`config.mk`:
```
export PLATFORM = sky130hd
export DESIGN_NAME = fetch_exec_ctrl
export DESIGN_NICKNAME = d
export VERILOG_FILES = /design/src/rtl/fetch_exec_ctrl.sv
export SDC_FILE = /design/constraint.sdc
export NUM_CORES = 1
export LEC_CHECK = 0
export BUFFER_PORTS_ARGS = -buffer_cell sky130_fd_sc_hd__buf_2
export CAP_MARGIN = 20
export CELL_PAD_IN_SITES_DETAIL_PLACEMENT = 0
export CELL_PAD_IN_SITES_GLOBAL_PLACEMENT = 1
export CORE_MARGIN = 2
export CORE_UTILIZATION = 38
export CTS_BUF_LIST = sky130_fd_sc_hd__clkbuf_4 sky130_fd_sc_hd__clkbuf_8 sky130_fd_sc_hd__clkbuf_16
export DETAILED_ROUTE_END_ITERATION = 12
export PLACE_DENSITY = 0.74
export SLEW_MARGIN = 30
export SYNTH_ARGS = -nofsm -noshare
export SYNTH_HDL_FRONTEND = slang
export SYNTH_SLANG_ARGS = --single-unit
export TNS_END_PERCENT = 20
```
`constraint.sdc`:
```
create_clock -name clk -period 2.13 [get_ports clk]
set_input_delay 0.213 -clock clk [delete_from_list [all_inputs] [get_ports clk]]
set_output_delay 0.213 -clock clk [all_outputs]
set_load 0.02 [all_outputs]
```
`src/rtl/fetch_exec_ctrl.sv`:
```
// fetch_exec_ctrl
// Sequencing controller for the small processor datapath (program counter,
// address select, RAM and accumulator). Each instruction runs through a
// FETCH / DATA / WB sequence, and a run covers the whole RAM address space.
// In FETCH the RAM address is the program counter. In DATA it is the
// instruction word just fetched, and the word read there goes into the
// accumulator.
//
// Optional feature macro: SINGLE_STEP_EN
//   When defined, an input 'step' and a PAUSE state are added. After each
//   write-back the controller waits in PAUSE until 'step' (continue) or
//   'halt_req' (stop) is seen. If both arrive together, the halt wins.
//
// Parameters:
//   ADDR_W   RAM address width (pc, mem_addr)
//   DATA_W   RAM data width (ir, acc); must be >= ADDR_W
//   MEM_LAT  cycles the address is held before read data is sampled (1..7)
//
// Ports:
//   clk        rising-edge clock
//   reset      synchronous, active-high reset
//   start      begin or resume execution (only looked at in IDLE)
//   halt_req   stop after the current instruction (only looked at in WB)
//   step       continue from PAUSE (SINGLE_STEP_EN only)
//   mem_rdata  combinational RAM read data
//   mem_addr   RAM address
//   status     0 = fetch phase, 1 = data phase
//   pc         program counter
//   ir         instruction register
//   acc        accumulator
//   acc_load   high in the cycle whose closing edge loads acc
//   busy       high while an instruction is in progress
//   done       one-cycle pulse in the first IDLE cycle after a run ends
module fetch_exec_ctrl #(
  parameter int ADDR_W  = 2,
  parameter int DATA_W  = 2,
  parameter int MEM_LAT = 1
) (
  input  logic              clk,
  input  logic              reset,
  input  logic              start,
  input  logic              halt_req,
`ifdef SINGLE_STEP_EN
  input  logic              step,
`endif
  input  logic [DATA_W-1:0] mem_rdata,
  output logic [ADDR_W-1:0] mem_addr,
  output logic              status,
  output logic [ADDR_W-1:0] pc,
  output logic [DATA_W-1:0] ir,
  output logic [DATA_W-1:0] acc,
  output logic              acc_load,
  output logic              busy,
  output logic              done
);

  typedef enum logic [2:0] {
    S_IDLE,
    S_FETCH,
    S_DATA,
    S_WB
`ifdef SINGLE_STEP_EN
    ,S_PAUSE
`endif
  } state_t;

  // The final wait-counter value of a FETCH or DATA phase.
  localparam logic [2:0] WAIT_LAST = 3'(MEM_LAT - 1);

  state_t            state_q, state_d;
  logic [2:0]        wait_q, wait_d;
  logic [ADDR_W-1:0] pc_q, pc_d;
  logic [DATA_W-1:0] ir_q, ir_d;
  logic [DATA_W-1:0] acc_q, acc_d;
  logic [ADDR_W-1:0] mem_addr_q, mem_addr_d;
  logic              status_q, status_d;
  logic              acc_load_q, acc_load_d;
  logic              busy_q, busy_d;
  logic              done_q, done_d;

  // Next-state logic. All outputs are registered, so each output is
  // computed here from the state the machine is about to enter. The
  // registered value then matches the state shown in the same cycle.
  always_comb begin
    state_d = state_q;
    wait_d  = wait_q;
    pc_d    = pc_q;
    ir_d    = ir_q;
    acc_d   = acc_q;
    done_d  = 1'b0;

    case (state_q)
      S_IDLE: begin
        if (start) state_d = S_FETCH;
      end
      S_FETCH: begin
        if (wait_q == WAIT_LAST) begin
          ir_d    = mem_rdata;
          state_d = S_DATA;
        end else begin
          wait_d = wait_q + 3'd1;
        end
      end
      S_DATA: begin
        if (wait_q == WAIT_LAST) begin
          acc_d   = mem_rdata;
          state_d = S_WB;
        end else begin
          wait_d = wait_q + 3'd1;
        end
      end
      S_WB: begin
        pc_d = pc_q + ADDR_W'(1);
        // A pc wrap ends the program. A halt request also ends the run,
        // but pc is left pointing at the next instruction.
        if ((&pc_q) || halt_req) begin
          state_d = S_IDLE;
          done_d  = 1'b1;
        end else begin
`ifdef SINGLE_STEP_EN
          state_d = S_PAUSE;
`else
          state_d = S_FETCH;
`endif
        end
      end
`ifdef SINGLE_STEP_EN
      S_PAUSE: begin
        if (halt_req) begin
          state_d = S_IDLE;
          done_d  = 1'b1;
        end else if (step) begin
          state_d = S_FETCH;
        end
      end
`endif
      default: state_d = S_IDLE;
    endcase

    // Every phase counts its wait cycles from zero.
    if (state_d != state_q) wait_d = 3'd0;

    mem_addr_d = (state_d == S_DATA) ? ir_d[ADDR_W-1:0] : pc_d;
    status_d   = (state_d == S_DATA);
    acc_load_d = (state_d == S_DATA) && (wait_d == WAIT_LAST);
    busy_d     = (state_d != S_IDLE);
  end

  // State and output registers. Reset overrides everything, including an
  // instruction that is only partly done.
  always_ff @(posedge clk) begin
    if (reset) begin
      state_q    <= S_IDLE;
      wait_q     <= 3'd0;
      pc_q       <= '0;
      ir_q       <= '0;
      acc_q      <= '0;
      mem_addr_q <= '0;
      status_q   <= 1'b0;
      acc_load_q <= 1'b0;
      busy_q     <= 1'b0;
      done_q     <= 1'b0;
    end else begin
      state_q    <= state_d;
      wait_q     <= wait_d;
      pc_q       <= pc_d;
      ir_q       <= ir_d;
      acc_q      <= acc_d;
      mem_addr_q <= mem_addr_d;
      status_q   <= status_d;
      acc_load_q <= acc_load_d;
      busy_q     <= busy_d;
      done_q     <= done_d;
    end
  end

  assign mem_addr = mem_addr_q;
  assign status   = status_q;
  assign pc       = pc_q;
  assign ir       = ir_q;
  assign acc      = acc_q;
  assign acc_load = acc_load_q;
  assign busy     = busy_q;
  assign done     = done_q;

endmodule

```
==> metrics.cfg, run 1 <==
[final_layout]
design_area_um2 = 935.9
postLayoutCoreUtil_pct = 47.22
drive_above_1_share_pct = 24.53
antenna_cells = 0
syn2layout_area_growth_pct = 16.69
final_cells = 133
fillers = 206
final_nets = 117

[clocking]
clkTransAtPathRegs_ns = 0.09
cts.path.max_buffers = 2
cts_tree = done
cts-resized-gates = 0
cts_setup_buffers = 0
hold_buffers = 0
clock-sinks = 18
clock_latency_ns = 0.29
clock_tree.root_cell = clkbuf_4
cts_made_buffers = 3
htree_levels = 1

[worst_setup_path]
path_cells = inv_1 > ha_1 > nand2b_1 > nor3_2 > a211o_1 > and2_4 > or2_1
cp_max_fo = 4
worstSetupStartpoint = wait_q[0]$_SDFF_PP0_
worst-endpoint-required_ns = 2.31
crit_buf_inv = 1
crit_path_start_kind = flip-flop
r2r_start = wait_q[0]$_SDFF_PP0_
max_stage_delay_ns = 0.40
critPathKind = flip-flop to flip-flop
cp_top_family = simple AND/OR/NAND/NOR gates
cp-end-kind = flip-flop
crit_path_top_delay_cell = dfxtp_1
crit_arrival_ns = 1.94

[synth]
syn_area_um2 = 802.0
netlist_instances = 88
yosysWarnings = 0
ys.flop_type = dfxtp_1
synth-edff-count = 0
ys_top_cells_by_area = dfxtp_1 45%, nor2_1 6.6%, mux2i_1 5.0%
synth_top_area_cell = dfxtp_1
syn-num-nets = 97
yosysUniqueCellTypes = 31
avgSynthCellArea_um2 = 9.114
synth_top_area_share_pct = 44.93
ys_seq_area_share_pct = 44.93
synth-seq-cells = 18
async_flop_share_pct = 0

[detailed_routing]
drtAntennaViolNets = 0
dr_total_vias = 642
firstDrtPassIters = 4
totalWireLength_um = 1522
avgRoutedWirePerCell_um = 11.44
drt_iter0_drc = 8
post-route-drc-count = 0
viasPerCell = 4.827

[die]
fp.coreArea_um2 = 1982
die_area_um2 = 2494
die_h_um = 49.94
die_w_um = 49.94
ioPinCount = 18
initial_core_util_pct = 40.47
rows = 16

[placed_design]
place_worst_setup_slack_ns = 0.3843
gp_congestion = 0.8060
dpl-instance-area_um2 = 913.4
port_buffers = 17
hpwlAfterDp_um = 1164
place_inst = 130

[sta]
fin_hold_ws_ns = 0.1869
finClkSkew_ns = 0.004556
tightest_slew_ns = 0.5008
rsz0062_at_grt = no
finalSetupViolCount = 0
finalCritPeriodShare_pct = 82.68
worst_slack_ns = 0.3689
finalSetupTns_ns = 0
hold_viol_final = 0
slew_viol_final = 0
relSlewSlack_pct = 66.57
fmax_ghz = 0.5678
layout_min_cycle_time_ns = 1.761

[global_route]
grt_pass1_vias = 575
grt_overflow_total = 0
grt_max_degree = 16
grt.total_usage_pct = 13.49
antenna_found_initial = 0
grt_pass1_wl_um = 2553

[worst_hold_path]
hp-class = input pin to flip-flop
min_from = mem_rdata[1]

[power]
ir_drop_uv = 396.6
powerDensity_nw_per_um2 = 588.9
p_total_mw = 0.5511
p_leak_nw = 0.4199

[flow_run]
cap_violations = 0

[outcome]
outcome = finished, final reports clean

layer usage:
layer | GRT usage, % | wire length (um)
met1 | 18.95 | 765
met2 | 19.78 | 665
met3 | 3.939 | 74
met4 | 4.167 | 17
met5 | 0 | 0
sequential cells by signal, summed over array words and instances, names as in the netlist:
register	count
busy	1
pc	2
mem_addr	2
state_q	3
ir	2
acc_load	1
wait_q	3
status	1
done	1
acc	2
worst register-to-register path, stage by stage (launching register included):
cell	delay (ns)
dfxtp_1	0.40
inv_1	0.09
ha_1	0.23
nand2b_1	0.16
nor3_2	0.10
a211o_1	0.32
and2_4	0.17
or2_1	0.20
Yosys cell counts (2+ instances only):
master / n
nor3_1: 4
mux2i_1: 4
xnor2_1: 3
a211o_1: 2
inv_1: 5
a21oi_1: 3
ha_1: 3
o22a_1: 4
o21ai_0: 4
dfxtp_1: 18
nand2b_1: 2
nor2_1: 14
nand2_1: 4
final cells by class:
cell class / instances / area, um2 / area share, %
multi-input combinational: 63 / 415.4 / 44.38
sequential: 18 / 360.3 / 38.50
inverter: 5 / 18.77 / 2.005
timing repair buffer: 17 / 85.08 / 9.091
clock buffer: 3 / 22.52 / 2.406
tap: 27 / 33.78 / 3.610
cell families after synthesis:
| kind of cell | share of synthesized area (%) |
|---|---|
| flops | 44.93 |
| xor+xnor | 4.369 |
| simple gates | 24.03 |
| fa+ha+maj | 4.681 |
| other cells | 0.4676 |
| mux | 4.992 |
| buf+inv | 3.275 |
| compound gates | 13.26 |
worst paths after layout:
check	end	slack [ns]	depth (start not counted)
worst max-delay path	busy$_SDFF_PP0_	0.37	7
worst min-delay path	ir[1]$_SDFF_PP0_	0.19	3
worst max register to register	busy$_SDFF_PP0_	0.37	7
worst min register to register	ir[0]$_SDFF_PP0_	0.50	2
layout by cell type, fill, tap and decap left out, types with 2 or more instances in the layout:
cell	netlist	layout
xnor2_1	3	3
nand2_1	4	4
o22a_1	4	4
nand2b_1	2	2
nor2_1	14	14
o21ai_0	4	4
a211o_1	2	2
ha_1	3	3
a21oi_1	3	3
inv_1	5	5
nor3_1	4	4
mux2i_1	4	4
clkbuf_4	0	3
buf_2	0	17
dfxtp_1	18	18
power by group:
part	switching (mW)	internal [mW]	total (mW)	leakage, nW
sequential	0.00784	0.342	0.350	0.146
clock	0.0934	0.0657	0.159	0.0138
combinational	0.0243	0.0176	0.0420	0.260
Power figures use the tool's default switching activity.
==> inputs of run 2 (changes only) <==
--- a/config.mk
+++ b/config.mk
@@ -10,10 +10,10 @@
 export CELL_PAD_IN_SITES_DETAIL_PLACEMENT = 0
 export CELL_PAD_IN_SITES_GLOBAL_PLACEMENT = 1
 export CORE_MARGIN = 2
-export CORE_UTILIZATION = 38
+export CORE_UTILIZATION = 34
 export CTS_BUF_LIST = sky130_fd_sc_hd__clkbuf_4 sky130_fd_sc_hd__clkbuf_8 sky130_fd_sc_hd__clkbuf_16
 export DETAILED_ROUTE_END_ITERATION = 12
-export PLACE_DENSITY = 0.74
+export PLACE_DENSITY = 0.7
 export SLEW_MARGIN = 30
 export SYNTH_ARGS = -nofsm -noshare
 export SYNTH_HDL_FRONTEND = slang
==> constraint.sdc (replaced) <==
create_clock -name clk -period 1.5 [get_ports clk]
set_input_delay 0.15 -clock clk [delete_from_list [all_inputs] [get_ports clk]]
set_output_delay 0.15 -clock clk [all_outputs]
set_load 0.02 [all_outputs]
==> metrics.cfg, run 2 (same netlist as run 1, synthesis figures left out) <==
[placed_design]
place_inst = 144  ; +11%
dpl-instance-area_um2 = 1026  ; +12%
gp_congestion = 0.7953  ; -1.3%
port_buffers = 17  ; unchanged
hpwlAfterDp_um = 1292  ; +11%

[final_layout]
final_cell_mix = 17 x buf_2, 16 x dfxtp_1, 14 x nor2_1
top_regs = state_q (3), wait_q (3)
drive_above_1_share_pct = 37.50  ; +13 points
mostFrequentLayoutCell = buf_2
final_cells = 148  ; +11%
design_area_um2 = 1064  ; +14%
postLayoutCoreUtil_pct = 48.08  ; +0.85 points
final_nets = 130  ; +11%
syn2layout_area_growth_pct = 32.61
antenna_cells = 0  ; unchanged

[die]
die_w_um = 52.57  ; +5.3%
fp.coreArea_um2 = 2212  ; +12%
die_area_um2 = 2764  ; +11%
rows = 17  ; +1
ioPinCount = 18  ; unchanged
initial_core_util_pct = 36.26  ; -4.2 points
die_h_um = 52.57  ; +5.3%

[power]
switching_share_pct = 23.04  ; +0.26 points
p_leak_nw = 0.4934  ; +18%
powerDensity_nw_per_um2 = 815.1  ; +38%
p_comb_share_pct = 8.3  ; +0.7 points
ir_drop_uv = 538.9  ; +36%
p_clk_share_pct = 34.7  ; +5.8 points
switching_power_mw = 0.1997  ; +59%
p_total_mw = 0.8669  ; +57%
internal_power_mw = 0.6672  ; +57%
p_seq_share_pct = 56.9  ; -6.6 points

[sta]
rsz0062_at_grt = yes
fmax_ghz = 0.6479  ; +14%
finClkSkew_ns = 0.008261  ; +0.003705 ns
finalCritPeriodShare_pct = 102.9  ; +20 points
fin_hold_ws_ns = 0.1141  ; -0.07278 ns
hold_viol_final = 0  ; unchanged
worst_slack_ns = -0.04343  ; -0.4123 ns
finalSetupViolCount = 2  ; +2
layout_min_cycle_time_ns = 1.543  ; -0.2177 ns
slew_viol_final = 0  ; unchanged

[worst_setup_path]
rrSetupSlack_ns = -0.04  ; -0.41 ns
reg2reg_to = busy$_SDFF_PP0_
crit_path_end = busy$_SDFF_PP0_
ff2ff_path_depth = 7  ; unchanged
max_stage_delay_ns = 0.34  ; -0.06 ns
worstSetupStartpoint = wait_q[0]$_SDFF_PP0_
crit_path_start_kind = flip-flop
path_cells = inv_2 > ha_4 > nor2b_4 > o22ai_1 > a211o_1 > and2_4 > or2_1
cp_max_fo = 3  ; -1
critPathKind = flip-flop to flip-flop
cp-end-kind = flip-flop
crit_arrival_ns = 1.73  ; -0.21 ns
r2r_start = wait_q[0]$_SDFF_PP0_
crit_path_top_delay_cell = dfxtp_2
worst-endpoint-required_ns = 1.69  ; -0.62 ns

[flow_run]
cap_violations = 0  ; unchanged

[clocking]
hold_buffers = 0  ; unchanged
cts.path.max_buffers = 2  ; unchanged
htree_levels = 1  ; unchanged
clock_tree.root_cell = clkbuf_4
cts_tree = done
clkTransAtPathRegs_ns = 0.11  ; +0.02 ns
clock_latency_ns = 0.29  ; about the same
cts_setup_buffers = 0  ; unchanged
cts_made_buffers = 3  ; unchanged
clock-sinks = 18  ; unchanged

[global_route]
antenna_found_initial = 0  ; unchanged
grt_pass1_wl_um = 2918  ; +14%
grt_max_degree = 11  ; -5
grt_overflow_total = 0  ; unchanged
grt.total_usage_pct = 14.88  ; +1.4 points
grt_pass1_vias = 681  ; +18%

[detailed_routing]
drt_iter0_drc = 5  ; -3
viasPerCell = 4.595  ; -4.8%
avgRoutedWirePerCell_um = 11.30  ; -1.3%
drtAntennaViolNets = 0  ; unchanged
post-route-drc-count = 0  ; unchanged
totalWireLength_um = 1672  ; +9.9%
firstDrtPassIters = 3  ; -1
dr_total_vias = 680  ; +5.9%

[outcome]
outcome = finished, violations left
violations = setup timing

[worst_hold_path]
hp-class = input pin to flip-flop

[run 2: layer usage]
metal  GRT usage (%)  routed length [um]  vias up
met3           4.857                  79        4
met2           21.88                 708       16
li1                -                   -      361
met5               0                   0        -
met4           8.547                  23        0
met1           18.87                 860      299
[run 2: metrics by stage]
step	setup WS [ns]	TNS [ns]
global placement	0.007224	0
detailed placement	-0.01629	-0.01629
CTS	-0.04947	-0.09025
global route	-0.1284	-0.4179
finish	-0.04343	-0.06502
floorplan	0.002456	0
[run 2: layout make-up]
type	instances	area, um2
multi-input combinational	63	427.9
clock buffer	4	36.28
fill	242	1149
sequential	18	362.8
timing repair buffer	30	182.7
tap	28	35.03
inverter	5	18.77
[run 2: timing repair]
action	4_1_cts	5_1_grt
endpoints found under the setup margin	3	5
resized for setup	1	0
pin swaps	0	0
[run 2: how the worst min path moves through the flow]
stage / start / endpoint / slack (ns) / depth (start not counted)
3_3_place_gp: halt_req / done$_SDFF_PP0_ / 0.42 / 3
5_1_grt: mem_rdata[1] / ir[1]$_SDFF_PP0_ / 0.10 / 3
4_1_cts: mem_rdata[1] / ir[1]$_SDFF_PP0_ / 0.11 / 3
3_5_place_dp: mem_rdata[0] / ir[0]$_SDFF_PP0_ / 0.42 / 3
2_1_floorplan: mem_rdata[0] / ir[0]$_SDFF_PP0_ / 0.29 / 2
6_report: mem_rdata[1] / ir[1]$_SDFF_PP0_ / 0.11 / 3
[run 2: critical path: cells and delay by family (launching register included)]
family | cells | cell delay [ns]
adder cells (fa/ha/maj) | 1 | 0.13
AO/OA/AOI/OAI | 2 | 0.38
buffers and inverters | 1 | 0.06
AND/OR/NAND/NOR | 3 | 0.51
flip-flops | 1 | 0.34
[run 2: power groups by stage]
| stage | logic, mW | registers, mW | clock network (mW) |
|---|---|---|---|
| floorplan | 0.0358 | 0.510 | 0 |
| global placement | 0.0726 | 0.505 | 0 |
| detailed placement | 0.0720 | 0.505 | 0 |
| CTS | 0.0725 | 0.494 | 0.317 |
| global route | 0.0797 | 0.496 | 0.341 |
| finish | 0.0720 | 0.494 | 0.301 |
==> inputs of run 3 (changes only) <==
--- a/config.mk
+++ b/config.mk
@@ -14,6 +14,7 @@
 export CTS_BUF_LIST = sky130_fd_sc_hd__clkbuf_4 sky130_fd_sc_hd__clkbuf_8 sky130_fd_sc_hd__clkbuf_16
 export DETAILED_ROUTE_END_ITERATION = 12
 export PLACE_DENSITY = 0.7
+export SETUP_SLACK_MARGIN = 0.02
 export SLEW_MARGIN = 30
 export SYNTH_ARGS = -nofsm -noshare
 export SYNTH_HDL_FRONTEND = slang
==> metrics.cfg, run 3 (same netlist as run 1, synthesis figures left out) <==
[outcome]
outcome = finished, violations left
violations = setup timing

[placed_design]
port_buffers = 17  ; unchanged
dpl-instance-area_um2 = 1033  ; +0.73%
gp_congestion = 0.7803  ; -1.9%
place_inst = 145  ; +0.69%
hpwlAfterDp_um = 1269  ; -1.8%
place_worst_setup_slack_ns = -0.003674  ; +0.01262 ns

[worst_setup_path]
max_stage_delay_ns = 0.34  ; about the same
crit_path_start_kind = flip-flop
path_cells = inv_2 > ha_4 > nor2b_4 > o22ai_1 > a211o_1 > and2_4 > or2_1
crit_arrival_ns = 1.71  ; -0.02 ns
cp-end-kind = flip-flop
worst-endpoint-required_ns = 1.69  ; about the same
crit_buf_inv = 1  ; unchanged
cp_top_family = simple AND/OR/NAND/NOR gates
crit_path_top_delay_cell = dfxtp_2
critPathKind = flip-flop to flip-flop
cp_max_fo = 3  ; unchanged

[global_route]
grt_pass1_vias = 655  ; -3.8%
grt_pass1_wl_um = 2780  ; -4.7%
antenna_found_initial = 0  ; unchanged
grt.total_usage_pct = 13.78  ; -1.1 points
grt_overflow_total = 0  ; unchanged
grt_max_degree = 11  ; unchanged

[sta]
slew_viol_final = 0  ; unchanged
finalSetupViolCount = 3  ; +1
finClkSkew_ns = 0.01160  ; +0.003343 ns
fmax_ghz = 0.6581  ; +1.6%
worst_slack_ns = -0.01963  ; +0.02380 ns
layout_min_cycle_time_ns = 1.520  ; -0.02380 ns
rsz0062_at_grt = yes
finalCritPeriodShare_pct = 101.3  ; -1.6 points
hold_viol_final = 0  ; unchanged
fin_hold_ws_ns = 0.1255  ; +0.01141 ns
finalSetupTns_ns = -0.04085  ; +0.02416 ns

[final_layout]
final_cell_mix = 17 x buf_2, 15 x dfxtp_1, 14 x nor2_1, 14 x buf_4
postLayoutCoreUtil_pct = 48.70  ; +0.62 points
fillers = 224  ; -7.4%
final_nets = 131  ; +0.77%
top_regs = state_q (3), wait_q (3)
design_area_um2 = 1077  ; +1.3%
syn2layout_area_growth_pct = 34.32
mostFrequentLayoutCell = buf_2
antenna_cells = 0  ; unchanged
final_cells = 149  ; +0.68%
drive_above_1_share_pct = 39.67  ; +2.2 points

[clocking]
htree_levels = 1  ; unchanged
clkTransAtPathRegs_ns = 0.11  ; about the same
cts_tree = done
clock_tree.root_cell = clkbuf_4
cts.path.max_buffers = 2  ; unchanged
clock-sinks = 18  ; unchanged
clock_latency_ns = 0.29  ; about the same
hold_buffers = 0  ; unchanged
cts_made_buffers = 3  ; unchanged

[detailed_routing]
post-route-drc-count = 0  ; unchanged
totalWireLength_um = 1614  ; -3.5%
drt_iter0_drc = 9  ; +4
drtAntennaViolNets = 0  ; unchanged
firstDrtPassIters = 4  ; +1
dr_total_vias = 706  ; +3.8%
viasPerCell = 4.738  ; +3.1%
avgRoutedWirePerCell_um = 10.83  ; -4.1%

[flow_run]
cap_violations = 0  ; unchanged

[die]
ioPinCount = 18  ; unchanged
initial_core_util_pct = 36.26  ; unchanged
fp.coreArea_um2 = 2212  ; unchanged
rows = 17  ; unchanged
die_area_um2 = 2764  ; unchanged
die_w_um = 52.57  ; unchanged
die_h_um = 52.57  ; unchanged

[worst_hold_path]
hp-class = input pin to flip-flop

[power]
p_leak_nw = 0.4983  ; +0.99%
p_total_mw = 0.8706  ; +0.43%
powerDensity_nw_per_um2 = 808.2  ; -0.85%
ir_drop_uv = 500.6  ; -7.1%

run 3: cell count changes in the layout (fill, tap and decap cells not counted), sizes merged:
cell / previous run / this run
buf: 30 / 31
run 3: tightest hold or removal path, cell delays in order:
cell and delay, ns:
buf_2 0.12, nand2_1 0.05, a21oi_1 0.05
run 3: repair_timing:
item	CTS	global route
setup buffers	0	0
endpoints found under the setup margin	4	5
endpoints found under the hold margin	0	0
resized for setup	1	2
run 3: area by class of cell:
cell class                 count  area, um2  area share (%)
multi-input combinational     63      432.9           40.19
sequential                    18      364.1           33.80
timing repair buffer          31      190.2           17.65
clock buffer                   4      36.28           3.368
tap                           28      35.03           3.252
inverter                       5      18.77           1.742
run 3: routing by layer:
| metal | global-route usage (%) | wire (um) |
|---|---|---|
| met3 | 2.571 | 69 |
| met1 | 19.12 | 833 |
| met4 | 8.120 | 31 |
| met5 | 0 | 0 |
| met2 | 19.58 | 679 |
run 3: worst paths after layout:
kind / startpoint / endpoint / slack, ns / cells after the start
max: wait_q[0]$_SDFF_PP0_ / busy$_SDFF_PP0_ / -0.02 / 7
min: mem_rdata[1] / ir[1]$_SDFF_PP0_ / 0.13 / 3
max reg2reg: wait_q[0]$_SDFF_PP0_ / busy$_SDFF_PP0_ / -0.02 / 7
min reg2reg: acc[1]$_SDFFE_PP0P_ / acc[1]$_SDFFE_PP0P_ / 0.51 / 2
run 3: report_power, final:
group	internal, mW	switching, mW	total [mW]
registers	0.486	0.00744	0.494
logic	0.0340	0.0400	0.0740
clock network	0.148	0.155	0.303
total	0.668	0.202	0.871
